$ cat src/rtl/request_manager.sv
// request_manager
//   Call-request front end for the 4-storey car. Latches car and hall buttons
//   on their rising edge, clears every call at the floor being served while the
//   door is open, and reports the pending-call vector plus SCAN direction needs
//   to state_control.
// Ports
//   clk, rst_n          clock, asynchronous active-low reset
//   switch              master switch, 0 = out of service (flush all calls)
//   car_btn             in-car buttons, bit i = floor i+1
//   hall_up / hall_dn   hall buttons (up: floors 1..N-1, down: floors 2..N)
//   position            one-hot car floor
//   ud_mode             00 idle, 01 up, 10 down
//   opendoor            door-open command
//   allReq_reg          pending calls per floor
//   up_need / down_need serviceable call above / below the car
//   car_lamp / up_lamp / dn_lamp   request flop mirrors
module request_manager #(
  parameter int N_FLOORS = 4
) (
  input  logic                clk,
  input  logic                rst_n,
  input  logic                switch,
  input  logic [N_FLOORS-1:0] car_btn,
  input  logic [N_FLOORS-2:0] hall_up,
  input  logic [N_FLOORS-2:0] hall_dn,
  input  logic [N_FLOORS-1:0] position,
  input  logic [1:0]          ud_mode,
  input  logic                opendoor,
  output logic [N_FLOORS-1:0] allReq_reg,
  output logic                up_need,
  output logic                down_need,
  output logic [N_FLOORS-1:0] car_lamp,
  output logic [N_FLOORS-2:0] up_lamp,
  output logic [N_FLOORS-2:0] dn_lamp
);

  // Hall-up flops cover floors 1..N-1 and hall-down floors 2..N, so the
  // "no up call at top / no down call at bottom" bits simply do not exist.
  logic [N_FLOORS-1:0] car_req, car_q;
  logic [N_FLOORS-2:0] up_req, up_q;
  logic [N_FLOORS-2:0] dn_req, dn_q;

  logic [N_FLOORS-1:0] car_set;
  logic [N_FLOORS-2:0] up_set, dn_set;
  logic [N_FLOORS-1:0] clr;
  logic [N_FLOORS-1:0] all_req;
  logic [N_FLOORS-1:0] above_mask, below_mask;
  logic                pos_ok, above, below;

  assign car_set = car_btn & ~car_q;
  assign up_set  = hall_up & ~up_q;
  assign dn_set  = hall_dn & ~dn_q;

  // A garbled position (none or several bits) must not clear anything and
  // must not steer the car.
  assign pos_ok = (position != '0) &&
                  ((position & (position - N_FLOORS'(1))) == '0);

  assign clr = (switch && opendoor && pos_ok) ? position : '0;

  // History flops track the buttons even when out of service, so a button
  // held across switch-on does not look like a fresh press.
  always_ff @(posedge clk or negedge rst_n) begin
    if (!rst_n) begin
      car_q <= '0;
      up_q  <= '0;
      dn_q  <= '0;
    end else begin
      car_q <= car_btn;
      up_q  <= hall_up;
      dn_q  <= hall_dn;
    end
  end

  // Clear beats set at the served floor: a press with the door open there is
  // already being served.
  always_ff @(posedge clk or negedge rst_n) begin
    if (!rst_n) begin
      car_req <= '0;
      up_req  <= '0;
      dn_req  <= '0;
    end else if (!switch) begin
      car_req <= '0;
      up_req  <= '0;
      dn_req  <= '0;
    end else begin
      car_req <= (car_req | car_set) & ~clr;
      up_req  <= (up_req  | up_set)  & ~clr[N_FLOORS-2:0];
      dn_req  <= (dn_req  | dn_set)  & ~clr[N_FLOORS-1:1];
    end
  end

  assign all_req = car_req | {1'b0, up_req} | {dn_req, 1'b0};

  // above_mask[i] = some position bit below i (car is under floor i);
  // below_mask[i] = some position bit above i.
  always_comb begin
    logic acc_lo, acc_hi;
    above_mask = '0;
    below_mask = '0;
    acc_lo = 1'b0;
    acc_hi = 1'b0;
    for (int i = 0; i < N_FLOORS; i++) begin
      above_mask[i] = acc_lo;
      acc_lo = acc_lo | position[i];
    end
    for (int i = N_FLOORS - 1; i >= 0; i--) begin
      below_mask[i] = acc_hi;
      acc_hi = acc_hi | position[i];
    end
  end

  assign above = pos_ok && ((all_req & above_mask) != '0);
  assign below = pos_ok && ((all_req & below_mask) != '0);

  // SCAN hold: while descending with work still below, hide calls above so
  // the car does not reverse mid-sweep.
  always_comb begin
    if (ud_mode == 2'b10 && below) begin
      up_need   = 1'b0;
      down_need = 1'b1;
    end else begin
      up_need   = above;
      down_need = below;
    end
  end

  assign allReq_reg = all_req;
  assign car_lamp   = car_req;
  assign up_lamp    = up_req;
  assign dn_lamp    = dn_req;

endmodule

$ cat config.mk
export PLATFORM = sky130hd
export DESIGN_NAME = request_manager
export DESIGN_NICKNAME = d
export VERILOG_FILES = /design/src/rtl/request_manager.sv
export SDC_FILE = /design/constraint.sdc
export NUM_CORES = 1
export LEC_CHECK = 0
export ABC_AREA = 1
export BUFFER_PORTS_ARGS = -buffer_cell sky130_fd_sc_hd__buf_2
export CAP_MARGIN = 15
export CORE_MARGIN = 2
export CORE_UTILIZATION = 47
export DETAILED_ROUTE_END_ITERATION = 8
export GPL_ROUTABILITY_DRIVEN = 0
export PLACE_DENSITY = 0.74
export SYNTH_ARGS = -nofsm -noshare
export SYNTH_HDL_FRONTEND = slang
export SYNTH_SLANG_ARGS = --single-unit
$ cat constraint.sdc
create_clock -name clk -period 1.25 [get_ports clk]
set_input_delay 0.25 -clock clk [delete_from_list [all_inputs] [get_ports clk]]
set_output_delay 0.25 -clock clk [all_outputs]
set_load 0.01 [all_outputs]
==> results of run 1 <==
==> metal layers <==
metal	vias to the layer above	routed length [µm]	part of all wire
met2	32	1120	0.52
met3	6	130	0.061
met4	0	42	0.020
li1	449	-	-
met5	-	0	0
met1	394	841	0.39
==> repair_timing <==
item | CTS | global route
setup buffers | 6 | 4
pin swaps | 3 | 4
setup endpoints to repair | 6 | 11
hold endpoints to repair | 20 | 0
hold buffers | 1 | 0
resized for setup | 10 | 9
==> synth_stat cells <==
cell                       number
sky130_fd_sc_hd__inv_1         31
sky130_fd_sc_hd__nand2_1       31
sky130_fd_sc_hd__dfrtp_1       20
sky130_fd_sc_hd__a21oi_1       10
sky130_fd_sc_hd__nor2_1        10
sky130_fd_sc_hd__nand3_2        6
sky130_fd_sc_hd__nand3_1        2
sky130_fd_sc_hd__nor2_2         2
sky130_fd_sc_hd__clkinv_1       1
sky130_fd_sc_hd__inv_2          1
sky130_fd_sc_hd__nand2_4        1
sky130_fd_sc_hd__or2_2          1
==> where the power goes <==
| part | total, mW | switching [mW] | internal, mW |
|---|---|---|---|
| Combinational | 0.367 | 0.182 | 0.185 |
| Sequential | 0.701 | 0.0162 | 0.685 |
| Clock | 0.531 | 0.206 | 0.324 |
| Total | 1.60 | 0.404 | 1.19 |
==> stage by stage <==
stage / hold WS (ns) / cells / setup WS [ns] / area, µm²
after global routing: 0.0443 / 199 / -0.462 / 1400
after CTS: 0.0450 / 199 / -0.390 / 1370
after detailed placement: 0.220 / 189 / -0.0555 / 1220
after floorplan: -0.0456 / 116 / 0.00306 / 931
final: 0.0506 / 199 / -0.360 / 1400
after global placement: 0.212 / 189 / -0.0286 / 1220
==> sequential cells by signal (all words and copies together), names as in the netlist <==
name	flops
dn_q	3
car_q	4
up_lamp	3
up_q	3
car_lamp	4
dn_lamp	3
==> area by class of cell <==
cell class                      instances  share of cell area
Sequential cell                        20               0.357
Timing Repair Buffer                   52               0.268
Multi-Input combinational cell         63               0.225
Inverter                               33              0.0882
Tap cell                               27              0.0241
Clock inverter                          1              0.0214
Clock buffer                            3              0.0160
==> cell families after synthesis <==
logic type             share of synthesized area
and+or+nand+nor                            0.274
AOI/OAI and AO/OA                         0.0539
DFF                                        0.539
buffers and inverters                      0.133
==> critical path: cells and delay by family (launching register included) <==
family	cells	cell delay [ns]
buffers and inverters	2	0.16
AND/OR/NAND/NOR	6	0.49
flip-flops	1	0.39
==> path summary, 6_finish.rpt <==
check	slack [ns]	cells after the start	start	endpoint
max reg2reg	0.25	6	car_lamp[0]	car_lamp[0]
min reg2reg	0.58	5	car_q[1]	car_lamp[1]
min in group asynchronous	0.40	2	rst_n	car_q[2]
max in group asynchronous	0.53	2	rst_n	car_lamp[3]
max	-0.36	8	up_lamp[1]	up_need
min	0.05	1	hall_dn[2]	dn_q[2]
==> metrics.log, run 1 <==
[metrics] post-detailed-routing wire length: 2.14 mm
[metrics] transition time at the pin with the least slew margin: 0.457 ns
[metrics] fraction of the yosys area taken by sequential cells: 0.539
[metrics] type of origin of the critical path: register
[metrics] fin nets: about 190
[metrics] Synth top area share: 0.539
[metrics] post-route minimum period: 1.61 ns
[metrics] number of buffers added on ports: 35
[metrics] GR Util met1: 0.222
[metrics] ratio of cells with drive above 1 in the final layout: 0.407
[metrics] via total after detailed routing: 881
[metrics] clk_skew: 0.00901 ns
[metrics] leftover overflow at the end of global routing: 0
[metrics] wire length of the first global-routing pass: 3.52 mm
[metrics] largest cells by area after synthesis: sky130_fd_sc_hd__dfrtp_1 54%, sky130_fd_sc_hd__inv_1 13%, sky130_fd_sc_hd__nand2_1 13%
[metrics] Worst-path clk slew: 0.12 ns
[metrics] number of instances in the synthesized netlist: ~120
[metrics] unrepaired setup endpoints after global routing: yes
[metrics] number of distinct library cells after synthesis: 12
[metrics] cells traversed along the worst timing path: nor2_1, nand2_1, nand2_1, nand3_2, nand2_1, inv_1, nor2_2, buf_2
[metrics] f_max: just over 600 MHz
[metrics] # rows: 16
[metrics] die footprint: 2350 µm²
[metrics] combined area of all synthesized cells: 928 µm²
[metrics] Synthesized Nets: 136
[metrics] CP peak stage delay: 0.39 ns
[metrics] cell type of the slowest stage on the worst timing path: sky130_fd_sc_hd__dfrtp_1
[metrics] Critical Path RT: 1.00 ns
[metrics] most used cell along the critical path: sky130_fd_sc_hd__nand2_1
[metrics] worst path arrival time: 1.36 ns
[metrics] Yosys top cell by area: sky130_fd_sc_hd__dfrtp_1
[metrics] CORE AREA: around 1900 µm²
[metrics] Die W: roughly 48 µm
[metrics] number of nets still failing antenna checks after routing: 0
[metrics] run status: finished with violations
[metrics] max-cap viol count: 0
[metrics] commonest cells after routing, fill and taps aside: 30 x sky130_fd_sc_hd__inv_1, 30 x sky130_fd_sc_hd__nand2_1, 26 x sky130_fd_sc_hd__buf_2
[metrics] number of fillers in the final layout: 157
[metrics] initial cell density of the core: 0.488
[metrics] final core utilization: 0.738
[metrics] slack of the critical path: -0.360 ns
[metrics] FF+latch count, synth: 20
[metrics] highest fanout seen on the critical path: 3
[metrics] ratio of routed vias to standard cells: 4.43
[metrics] initial detailed-routing violation count: 15
[metrics] remaining design rule violation count: 0
[metrics] headroom to the max-slew limit: 0.696
[metrics] depth of the CTS H-tree: 1
[metrics] endpoint class of the critical path: primary output
[metrics] DRT Pass-1 Iters: 4
[metrics] pin count of the biggest net entering global routing: 21
[metrics] antenna violations before repair: 0
[metrics] y dimension of the die: 48.4 µm
[metrics] Layout Area Growth over Synthesis: 51.2%
[metrics] boundary pin count: 36
[metrics] Hold Crit Class: in -> reg
[metrics] ratio of final minimum period to clock period: 1.29
[metrics] Syn Area/Cell: about 8 µm²
[metrics] final hold vios: 0
[metrics] met2 capacity usage during global routing: 0.347
[metrics] post-route total power: between 1.5 and 2 mW
[metrics] met3 usage: 0.0401
[metrics] most heavily used metal layer in global routing: met2
[metrics] Antenna Diode Count: 0
[metrics] WL per Instance: between 10 and 15 µm
[metrics] violations in the final reports: negative setup slack
[metrics] number of pins exceeding their max-slew limit in the final report: 0
[metrics] setup-violating endpoint count in the final report: 7
[metrics] Leak Pwr: between 0.8 and 0.9 nW
[metrics] TritonCTS clock tree: yes
[metrics] area of the multi-input gates: between 300 and 400 µm²
[metrics] via count of the first global-routing pass: 842
[metrics] cell area power density: between 1000 and 1500 nW/µm²
[metrics] warning count from the yosys run: 0
[metrics] sink count of the clock tree: 20
[metrics] critical setup path kind: reg -> out
[metrics] detailed-placement wirelength estimate: 1.57 mm
[metrics] worst vdd rail ir drop: about 0.00085 V
[metrics] setup tns final: -1.03 ns
[metrics] Num CTS Buffers: 3
[metrics] area occupied by registers: about 500 µm²
[metrics] maximum number of buffers from clock root to sink: 2
[metrics] global-route usage over all layers: 0.195
[metrics] root buffer cell: sky130_fd_sc_hd__clkbuf_4
[metrics] clock network latency to the later pin of the worst-skew pair: 0.31 ns
No activity file was read; power rests on OpenSTA's default activity.
==> run 2, diff against run 1 <==
--- a/config.mk
+++ b/config.mk
@@ -5,14 +5,15 @@
 export SDC_FILE = /design/constraint.sdc
 export NUM_CORES = 1
 export LEC_CHECK = 0
-export ABC_AREA = 1
+export ABC_AREA = 0
 export BUFFER_PORTS_ARGS = -buffer_cell sky130_fd_sc_hd__buf_2
 export CAP_MARGIN = 15
 export CORE_MARGIN = 2
-export CORE_UTILIZATION = 47
+export CORE_UTILIZATION = 45
 export DETAILED_ROUTE_END_ITERATION = 8
 export GPL_ROUTABILITY_DRIVEN = 0
-export PLACE_DENSITY = 0.74
+export PLACE_DENSITY = 0.73
+export SKIP_CTS_REPAIR_TIMING = 1
 export SYNTH_ARGS = -nofsm -noshare
 export SYNTH_HDL_FRONTEND = slang
 export SYNTH_SLANG_ARGS = --single-unit
==> metrics.log, run 2 <==
[metrics] run status: finished with violations
[metrics] violations in the final reports: negative setup slack
[metrics] commonest cells after routing, fill and taps aside: 25 x sky130_fd_sc_hd__buf_2, 23 x sky130_fd_sc_hd__buf_4, 20 x sky130_fd_sc_hd__dfrtp_1
[metrics] ratio of final minimum period to clock period: 1.51 (+0.224)
[metrics] antenna violations before repair: 0 (unchanged)
[metrics] number of distinct library cells after synthesis: 24 (+12)
[metrics] # rows: 15 (-1)
[metrics] Die W: 47.7 µm (-1.5%)
[metrics] setup-violating endpoint count in the final report: 9 (+2)
[metrics] number of fillers in the final layout: 143 (-8.9%)
[metrics] Synthesized Nets: 104 (-24%)
[metrics] slack of the critical path: -0.639 ns (-0.280 ns)
[metrics] amount of wire on met2 after detailed routing: 1.07 mm (-4.1%)
[metrics] ranking of synthesized cells by instance count: 20 x sky130_fd_sc_hd__dfrtp_1, 11 x sky130_fd_sc_hd__a21oi_1, 11 x sky130_fd_sc_hd__inv_1, 11 x sky130_fd_sc_hd__nor2_1, 4 x sky130_fd_sc_hd__o21ai_0
[metrics] cell type of the slowest stage on the worst timing path: sky130_fd_sc_hd__or3_4
[metrics] CORE AREA: 1760 µm² (-7.2%)
[metrics] Synth top area share: 0.582 (+0.0432)
[metrics] Met3 Wirelength: 99 µm (-24%)
[metrics] Placed Cells incl. Taps: 162 (-14%)
[metrics] Hold Crit Class: in -> reg
[metrics] endpoint class of the critical path: primary output
[metrics] Leak Pwr: 0.736 nW (-14%)
[metrics] global-route usage over all layers: 0.189 (-0.00620)
[metrics] cell area power density: 1150 nW/µm² (+1.1%)
[metrics] ratio of routed vias to standard cells: 4.78 (+7.9%)
[metrics] Critical Path RT: 1.00 ns (about the same)
[metrics] Syn Area/Cell: 10.2 µm² (+28%)
[metrics] Post-Route M1 WL: 832 µm (-1.1%)
[metrics] TritonCTS clock tree: yes
[metrics] number of nets still failing antenna checks after routing: 0 (unchanged)
[metrics] most numerous cell in the Yosys netlist: sky130_fd_sc_hd__dfrtp_1
[metrics] die footprint: 2280 µm² (-3.0%)
[metrics] post-route minimum period: 1.89 ns (+0.280 ns)
[metrics] maximum number of buffers from clock root to sink: 2 (unchanged)
[metrics] Yosys top cell by area: sky130_fd_sc_hd__dfrtp_1
[metrics] primary flip-flop cell chosen by synthesis mapping: sky130_fd_sc_hd__dfrtp_1
[metrics] initial detailed-routing violation count: 8 (-7)
[metrics] boundary pin count: 36 (unchanged)
[metrics] warning count from the yosys run: 0 (unchanged)
[metrics] clk_skew: 0.000225 ns (-0.00878 ns)
[metrics] headroom to the max-slew limit: 0.714 (+0.0188)
[metrics] pin count of the biggest net entering global routing: 21 (unchanged)
[metrics] via count of the first global-routing pass: 753 (-11%)
[metrics] root buffer cell: sky130_fd_sc_hd__clkbuf_4
[metrics] f_max: 529 MHz (-15%)
[metrics] critical setup path kind: reg -> out
[metrics] remaining design rule violation count: 0 (unchanged)
[metrics] Layout Area Growth over Synthesis: 61.0%
[metrics] transition time at the pin with the least slew margin: 0.428 ns (-0.0283 ns)
[metrics] worst vdd rail ir drop: 0.00126 V (+48%)
[metrics] FF+latch count, synth: 20 (unchanged)
[metrics] clock network latency to the later pin of the worst-skew pair: 0.30 ns (about the same)
[metrics] highest fanout seen on the critical path: 5 (+2)
[metrics] final core utilization: 0.784 (+0.0462)
[metrics] wire length of the first global-routing pass: 2.95 mm (-16%)
[metrics] CP peak stage delay: 0.43 ns (+0.04 ns)
[metrics] Antenna Diode Count: 0 (unchanged)
[metrics] ratio of cells with drive above 1 in the final layout: 0.503 (+0.0964)
[metrics] Num CTS Buffers: 3 (unchanged)
[metrics] leftover overflow at the end of global routing: 0 (unchanged)
[metrics] number of pins exceeding their max-slew limit in the final report: 0 (unchanged)
[metrics] final hold vios: 0 (unchanged)
[metrics] max-cap viol count: 0 (unchanged)
[metrics] Worst-path clk slew: 0.11 ns (about the same)
[metrics] unrepaired setup endpoints after global routing: yes
[metrics] DRT Pass-1 Iters: 4 (unchanged)
[metrics] initial cell density of the core: 0.487 (-0.000924)
[metrics] highest routed metal layer: met4
[metrics] WL per Instance: 11.8 µm (+10%)
[metrics] via total after detailed routing: 822 (-6.7%)
[metrics] pre-CTS setup slack: -0.311 ns (-0.256 ns)
[metrics] count of flip-flops with a built-in enable after synthesis: 0 (unchanged)
[metrics] depth of the CTS H-tree: 1 (unchanged)
[metrics] fraction of the yosys area taken by sequential cells: 0.582 (+0.0432)
[metrics] type of origin of the critical path: register
[metrics] y dimension of the die: 47.7 µm (-1.5%)
[metrics] largest cells by area after synthesis: sky130_fd_sc_hd__dfrtp_1 58%, sky130_fd_sc_hd__a21oi_1 6.4%, sky130_fd_sc_hd__inv_1 4.8%
[metrics] number of buffers added on ports: 35 (unchanged)
[metrics] final instance count without filler cells: 172 (-14%)
[metrics] setup tns final: -2.21 ns (-1.17 ns)
[metrics] most frequent standard cell in the layout excluding fill and tap cells: sky130_fd_sc_hd__buf_2
[metrics] combined area of all synthesized cells: 860 µm² (-7.4%)
[metrics] number of instances in the synthesized netlist: 84 (-28%)
[metrics] sink count of the clock tree: 20 (unchanged)
[metrics] post-detailed-routing wire length: 2.03 mm (-4.8%)
[metrics] fraction of registers with async set or reset after synthesis: 1.00 (unchanged)
[metrics] cells traversed along the worst timing path: or3_4, nor3_1, a211o_1, o21ai_2, buf_2
[metrics] fin nets: 168 (-13%)
[metrics] final-layout worst hold slack: 0.0628 ns (+0.0121 ns)
[metrics] worst path arrival time: 1.64 ns (+0.28 ns)
[metrics] detailed-placement wirelength estimate: 1.50 mm (-4.7%)
[run 2: layer usage]
layer / vias to the layer above / global-route usage
li1: 406 / -
met1: 387 / 0.235
met2: 25 / 0.320
met3: 4 / 0.0226
met4: 0 / 0.0973
met5: - / 0
[run 2: layout make-up]
type	instances	area (µm²)	area share
Sequential cell	20	500	0.362
Inverter	12	45.0	0.0325
Tap cell	25	31.3	0.0226
Timing Repair Buffer	62	454	0.328
Clock buffer	3	22.5	0.0163
Clock inverter	1	30.0	0.0217
Multi-Input combinational cell	49	300	0.217
[run 2: power by group]
part           internal (mW)  switching, mW
Combinational          0.212          0.168
Sequential             0.684         0.0169
Clock                  0.324          0.188
[run 2: through the flow]
stage	instance area [µm²]	total power, mW
6_report	1380	1.59
5_1_grt	1380	1.66
4_1_cts	1250	1.54
3_5_place_dp	1200	1.02
3_3_place_gp	1200	1.01
2_1_floorplan	863	0.859
[run 2: path summary, 6_finish.rpt]
| kind | startpoint | endpoint | slack [ns] | cells past startpoint |
|---|---|---|---|---|
| min | hall_up[2] | up_q[2] | 0.06 | 1 |
| max | car_lamp[1] | down_need | -0.64 | 5 |
| min reg2reg | car_q[0] | car_lamp[0] | 0.55 | 3 |
| min in group asynchronous | rst_n | up_q[1] | 0.42 | 2 |
| max reg2reg | up_lamp[0] | up_lamp[0] | 0.35 | 4 |
| max in group asynchronous | rst_n | dn_lamp[1] | 0.53 | 2 |
[run 2: critical path, delay by kind of cell (launching register included)]
kind,cells,cell delay (ns)
buffers and inverters,1,0.14
AND/OR/NAND/NOR,2,0.62
flip-flops,1,0.39
AO/OA/AOI/OAI,2,0.19
[run 2: cells by family (layout without fill, tap and decap cells)]
family                 count (synthesis)  in the layout  share of synthesized area
AO/OA/AOI/OAI                         22             22                      0.156
AND/OR/NAND/NOR                       26             26                      0.166
multiplexers                           1              1                     0.0116
buffers and inverters                 15             78                     0.0844
flip-flops                            20             20                      0.582
